<file path="config.mk">
export PLATFORM = sky130hd
export DESIGN_NAME = vga_pattern_gen
export DESIGN_NICKNAME = d
export VERILOG_FILES = /design/src/rtl/vga_pattern_gen.sv
export SDC_FILE = /design/constraint.sdc
export NUM_CORES = 1
export LEC_CHECK = 0
export CAP_MARGIN = 20
export CORE_ASPECT_RATIO = 0.6
export CORE_MARGIN = 3
export CORE_UTILIZATION = 49
export DETAILED_ROUTE_END_ITERATION = 8
export GPL_TIMING_DRIVEN = 0
export HOLD_SLACK_MARGIN = 0.02
export PLACE_DENSITY = 0.79
export SLEW_MARGIN = 20
export SYNTH_ARGS = -nofsm -noshare
export SYNTH_HDL_FRONTEND = slang
export SYNTH_SLANG_ARGS = --single-unit
</file>
<file path="constraint.sdc">
create_clock -name clk -period 2.4 [get_ports clk]
set_input_delay 0.6 -clock clk [delete_from_list [all_inputs] [get_ports clk]]
set_output_delay 0.6 -clock clk [all_outputs]
set_load 0.02 [all_outputs]
</file>
<file path="src/rtl/vga_pattern_gen.sv">
// Multi-mode VGA test-pattern generator: colour bars (optionally scrolling), checkerboard,
// gray ramp and solid colour, with syncs and data-enable delay-matched to the 2-stage colour path.
module vga_pattern_gen #(
  parameter int H_ACTIVE   = 640,
  parameter int V_ACTIVE   = 480,
  parameter int POS_W      = 10,
  parameter int COLOR_W    = 4,
  parameter int NUM_BARS   = 8,
  parameter int CHECK_LOG2 = 5,
  parameter int GRAD_SHIFT = 5,
  parameter int SCROLL_DIV = 4
) (
  input  logic                 clk,
  input  logic                 reset,
  input  logic [POS_W-1:0]     hpos,
  input  logic [POS_W-1:0]     vpos,
  input  logic                 display_on,
  input  logic                 hsync_in,
  input  logic                 vsync_in,
  input  logic [1:0]           mode_req,
  input  logic                 scroll_en,
  input  logic [3*COLOR_W-1:0] solid_rgb,
  output logic [COLOR_W-1:0]   VGA_R,
  output logic [COLOR_W-1:0]   VGA_G,
  output logic [COLOR_W-1:0]   VGA_B,
  output logic                 VGA_HS,
  output logic                 VGA_VS,
  output logic                 de_out,
  output logic                 frame_start
);

  localparam int BAR_W = H_ACTIVE / NUM_BARS;

  typedef enum logic [1:0] {
    MODE_BARS  = 2'd0,
    MODE_CHECK = 2'd1,
    MODE_RAMP  = 2'd2,
    MODE_SOLID = 2'd3
  } mode_t;

  mode_t                active_mode;
  mode_t                pix_mode;
  mode_t                s1_mode;
  logic [7:0]           frame_cnt;
  logic [7:0]           pix_frame;
  logic                 synced;
  logic                 is_fs;
  logic                 visible;
  logic [POS_W-1:0]     bar_cnt;
  logic [2:0]           bar_idx;
  logic [2:0]           offset;
  logic [2:0]           s1_offset;
  logic [2:0]           code;
  logic                 s1_hs;
  logic                 s1_vs;
  logic                 s1_de;
  logic                 s1_fs;
  logic                 s1_visible;
  logic                 s1_cell;
  logic [COLOR_W-1:0]   s1_gray;
  logic [3*COLOR_W-1:0] s1_solid;
  logic [3*COLOR_W-1:0] rgb_next;

  // The frame-start pixel already uses the newly requested mode and the advanced frame count,
  // so every pixel of a frame sees one consistent mode and scroll offset.
  always_comb begin
    is_fs     = (hpos == '0) && (vpos == '0);
    pix_mode  = is_fs ? mode_t'(mode_req) : active_mode;
    pix_frame = is_fs ? frame_cnt + 8'd1 : frame_cnt;
    offset    = scroll_en ? pix_frame[SCROLL_DIV +: 3] : 3'd0;
    visible   = display_on && (hpos < POS_W'(H_ACTIVE)) && (vpos < POS_W'(V_ACTIVE))
                && (synced || is_fs);
  end

  always_ff @(posedge clk) begin
    if (reset) begin
      active_mode <= MODE_BARS;
      frame_cnt   <= 8'd0;
      synced      <= 1'b0;
    end else if (is_fs) begin
      active_mode <= pix_mode;
      frame_cnt   <= pix_frame;
      synced      <= 1'b1;
    end
  end

  // After each edge the counter pair describes the pixel just registered into stage 1.
  always_ff @(posedge clk) begin
    if (reset || (hpos == '0)) begin
      bar_cnt <= '0;
      bar_idx <= 3'd0;
    end else if (hpos < POS_W'(H_ACTIVE)) begin
      if (bar_cnt == POS_W'(BAR_W - 1)) begin
        bar_cnt <= '0;
        bar_idx <= bar_idx + 3'd1;
      end else begin
        bar_cnt <= bar_cnt + 1'b1;
      end
    end
  end

  always_ff @(posedge clk) begin
    if (reset) begin
      s1_hs      <= 1'b0;
      s1_vs      <= 1'b0;
      s1_de      <= 1'b0;
      s1_fs      <= 1'b0;
      s1_visible <= 1'b0;
      s1_mode    <= MODE_BARS;
      s1_offset  <= 3'd0;
      s1_cell    <= 1'b0;
      s1_gray    <= '0;
      s1_solid   <= '0;
    end else begin
      s1_hs      <= hsync_in;
      s1_vs      <= vsync_in;
      s1_de      <= display_on;
      s1_fs      <= is_fs;
      s1_visible <= visible;
      s1_mode    <= pix_mode;
      s1_offset  <= offset;
      s1_cell    <= hpos[CHECK_LOG2] ^ vpos[CHECK_LOG2];
      s1_gray    <= hpos[GRAD_SHIFT +: COLOR_W];
      s1_solid   <= solid_rgb;
    end
  end

  always_comb begin
    code     = bar_idx + s1_offset;
    rgb_next = '0;
    if (s1_visible) begin
      case (s1_mode)
        MODE_BARS:  rgb_next = {{COLOR_W{code[2]}}, {COLOR_W{code[1]}}, {COLOR_W{code[0]}}};
        MODE_CHECK: rgb_next = {(3*COLOR_W){s1_cell}};
        MODE_RAMP:  rgb_next = {3{s1_gray}};
        default:    rgb_next = s1_solid;
      endcase
    end
  end

  always_ff @(posedge clk) begin
    if (reset) begin
      VGA_R       <= '0;
      VGA_G       <= '0;
      VGA_B       <= '0;
      VGA_HS      <= 1'b0;
      VGA_VS      <= 1'b0;
      de_out      <= 1'b0;
      frame_start <= 1'b0;
    end else begin
      VGA_R       <= rgb_next[3*COLOR_W-1 -: COLOR_W];
      VGA_G       <= rgb_next[2*COLOR_W-1 -: COLOR_W];
      VGA_B       <= rgb_next[COLOR_W-1:0];
      VGA_HS      <= s1_hs;
      VGA_VS      <= s1_vs;
      de_out      <= s1_de;
      frame_start <= s1_fs;
    end
  end

endmodule

</file>
==> reports/metrics.cfg <==
[synthesis]
netlist_instances = 262
postSynthAreaPerCell_sq_um = 9.58
synth-simple-area-share_pct = 24.9
synthMuxAreaShare_pct = 0.399
syn-num-nets = 307
synthAdderAreaFrac_pct = 2.79
synthArstFlopShare_pct = 0
synth_top_family_by_area = simple AND/OR/NAND/NOR gates
syn_area_sq_mm = 0.00251
synth-compound-area-share_pct = 12.5
synth.ff_latch_count = 66
synthXorXnorAreaFrac_pct = 4.19
ys_seq_area_share_pct = 52.6
synth-edff-count = 0
synth_cell_type_count = 37
ys_warn_count = 0
synth_top_flop_cell = dfxtp_1

[flow_run]
max-cap-violations = 0

[die]
fp.dieArea_sq_mm = 0.00605
die_height_um = 61.4
io_pins = 56
num_rows = 19
fp.coreArea_sq_mm = 0.00475
die_x_um = 98.4
initial_core_util_pct = 52.8

[pwr]
pwr-share-seq_pct = 47.4
peakVddDrop_uv = 529
power_density_mw_per_mm2 = 705
p_clk_share_pct = 46.8
p_sw_share_pct = 20.4
power.total_mw = 2.38
p_int_mw = 1.90
p_comb_share_pct = 5.8
p_leak_nw = 1.19
switchingPower_mw = 0.485

[setup_path]
worst-setup-path-type = in -> reg
ff2ff_path_depth = 7
worstSetupStartpointType = primary input
cp.required_ns = 2.61
max_stage_delay_ns = 0.44
critPathArrivalTime_ns = 2.39
worstSetupEndpointType = register
critical_path.max_fanout = 10
worst-r2r-setup-slack_ns = 0.49
path_cells = clkdlybuf4s50_1 > nor4_4 > nand4_2 > clkbuf_1 > o31ai_1 > a21oi_1
r2r-start = bar_idx[0]
r2r_end = VGA_R[1]
crit_path_top_delay_cell = clkdlybuf4s50_1

[routing]
via_per_inst = 5.26
wl_met2_um = 2180
met1_length_um = 2710
num_vias = 2083
drtPass1Iterations = 4
routed_wl_um = 5460
dr.max_layer_used = met4
routedWlPerCell_um = 13.8
drc = 0
antenna_left = 0
met3_length_um = 494
drtIter0Drc = 83

[place]
dp_hpwl_um = 4100
pre_cts_slack_ns = -0.104
dp.cells = 380
io_buffers = 55
place.gp.congestion = 0.794

[worst_hold_path]
min_to = VGA_VS
hold_path_class = reg -> reg
holdPathStages = 1
min_from = s1_vs

[layout]
drive_gt1_share_pct = 7.21
layout.cells.non_filler = 396
multiInputGateArea_sq_mm = 0.00112
synthToLayoutAreaGrowth_pct = 34.7
antenna_cells = 0
regArea_sq_mm = 0.00132
fill_cells = 373
nets = 373

[global_routing]
grt-ovfl-total = 0
grt_max_degree = 13
grt_pass1_wl_um = 8720
grt_usage_pct = 19.3
antenna_found_initial = 0
grt_pass1_vias = 1898

[cts]
cts_inserted_buffers = 9
postCtsSetupRepairBufs = 0
cts_sinks = 66
cts-root-buf = clkbuf_8
cts_tree = yes
ctsResizeCount = 0
cts_buffer_depth = 2
htree_levels = 3
path_clk_slew_ns = 0.07
clkLatencyLatePin_ns = 0.34
holdBufCountCts = 0

[timing]
relSlewSlack_pct = 66.6
tightest_slew_ns = 0.501
fin_ws_ns = 0.218
period_share_pct = 90.9
rsz0062_at_grt = no
finalHoldViolCount = 0
fmax_mhz = 458
fin_skew_ns = 0.00840
period_minus_slack_ns = 2.18
slew_viol_final = 0
setup_viol = 0

[run_status]
status = finished, final reports clean

[how the worst max path moves through the flow]
| stage | slack, ns | startpoint | depth (start not counted) | to |
|---|---|---|---|---|
| after global placement | -0.09 | hpos[1] | 6 | s1_offset[0] |
| after global routing | 0.1 | hpos[1] | 6 | frame_cnt[4] |
| after CTS | 0.25 | hpos[1] | 6 | s1_offset[0] |
| final | 0.22 | hpos[1] | 6 | s1_offset[0] |
| after detailed placement | -0.10 | hpos[1] | 6 | frame_cnt[4] |
| after floorplan | 0.60 | hpos[1] | 4 | frame_cnt[4] |
[cells by family (layout without fill, tap and decap cells)]
family	count (synthesis)	after routing
compound gates	52	52
xor+xnor	12	12
fa+ha+maj	5	5
buf+inv	17	88
flops	66	66
mux	1	1
simple gates	109	109
[power groups by stage]
stage          Combinational, mW  Clock, mW  Sequential [mW]
2_1_floorplan             0.0493          0             1.15
6_report                   0.139       1.11             1.13
5_1_grt                    0.151       1.18             1.13
3_3_place_gp               0.138          0             1.15
3_5_place_dp               0.140          0             1.15
4_1_cts                    0.140       1.13             1.13
[cells in the mapped netlist, types with 6 or more instances]
cell,count,share of area (%)
nand4_1,6,1.5
o21ai_0,10,2.0
nor2_1,32,4.8
nand3_1,7,1.4
nand2b_1,9,2.2
dfxtp_1,66,53
nand2_1,7,1.0
a21oi_1,29,5.8
clkbuf_1,6,0.90
xnor2_1,7,2.4
inv_1,9,1.3
nor2b_1,24,6.0
[cell type report]
| class | instances | share of cell area (%) |
|---|---|---|
| Clock buffer | 10 | 3.77 |
| Clock inverter | 6 | 3.40 |
| Timing Repair Buffer | 55 | 16.3 |
| Tap cell | 63 | 2.33 |
| Buffer | 8 | 0.925 |
| Multi-Input combinational cell | 179 | 33.2 |
| Inverter | 9 | 0.999 |
| Sequential cell | 66 | 39.1 |
[flip-flops by register name, indices dropped and copies added, names as in the netlist, 2 cells and up]
register	flops
active_mode	2
bar_cnt	10
VGA_R	4
s1_solid	12
VGA_G	4
frame_cnt	7
s1_offset	3
VGA_B	4
s1_mode	2
s1_gray	4
bar_idx	3
[cell usage in the layout, fill, tap and decap left out, types with 2 or more instances in the layout]
cell type,n
dfxtp_1,66
clkdlybuf4s50_1,55
nor2_1,32
a21oi_1,29
nor2b_1,24
o21ai_0,10
inv_1,9
nand2b_1,9
clkbuf_8,9
clkbuf_1,7
xnor2_1,7
nand2_1,7
nand3_1,7
nand4_1,6
o31ai_1,5
or4_1,5
xor2_1,5
o221a_2,4
ha_1,4
and4_1,3
bufinv_16,3
nor3_1,2
and2_1,2
or3_1,2
nor3b_1,2
nand4b_1,2
clkinv_4,2
[critical path: cells and delay by family]
family | cells | cell delay [ns]
buffers and inverters | 2 | 0.73
and+or+nand+nor | 2 | 0.56
AOI/OAI and AO/OA | 2 | 0.49
[metal layers]
| metal | vias up | track usage (%) |
|---|---|---|
| li1 | 1046 | - |
| met3 | 11 | 9.84 |
| met5 | - | 0 |
| met1 | 945 | 25.2 |
| met2 | 81 | 27.6 |
| met4 | 0 | 7.00 |
[stage by stage]
stage                     TNS, ns  hold slack [ns]  instance area [sq um]  utilization, %
after floorplan                 0            0.414                   2510               -
after global placement     -0.746            0.417                   3140            66.0
after detailed placement   -0.933            0.432                   3140            66.0
after CTS                       0            0.448                   3380            71.1
after global routing            0            0.457                   3380            71.1
final                           0            0.442                   3380            71.1
(Power assumes the default switching activity.)
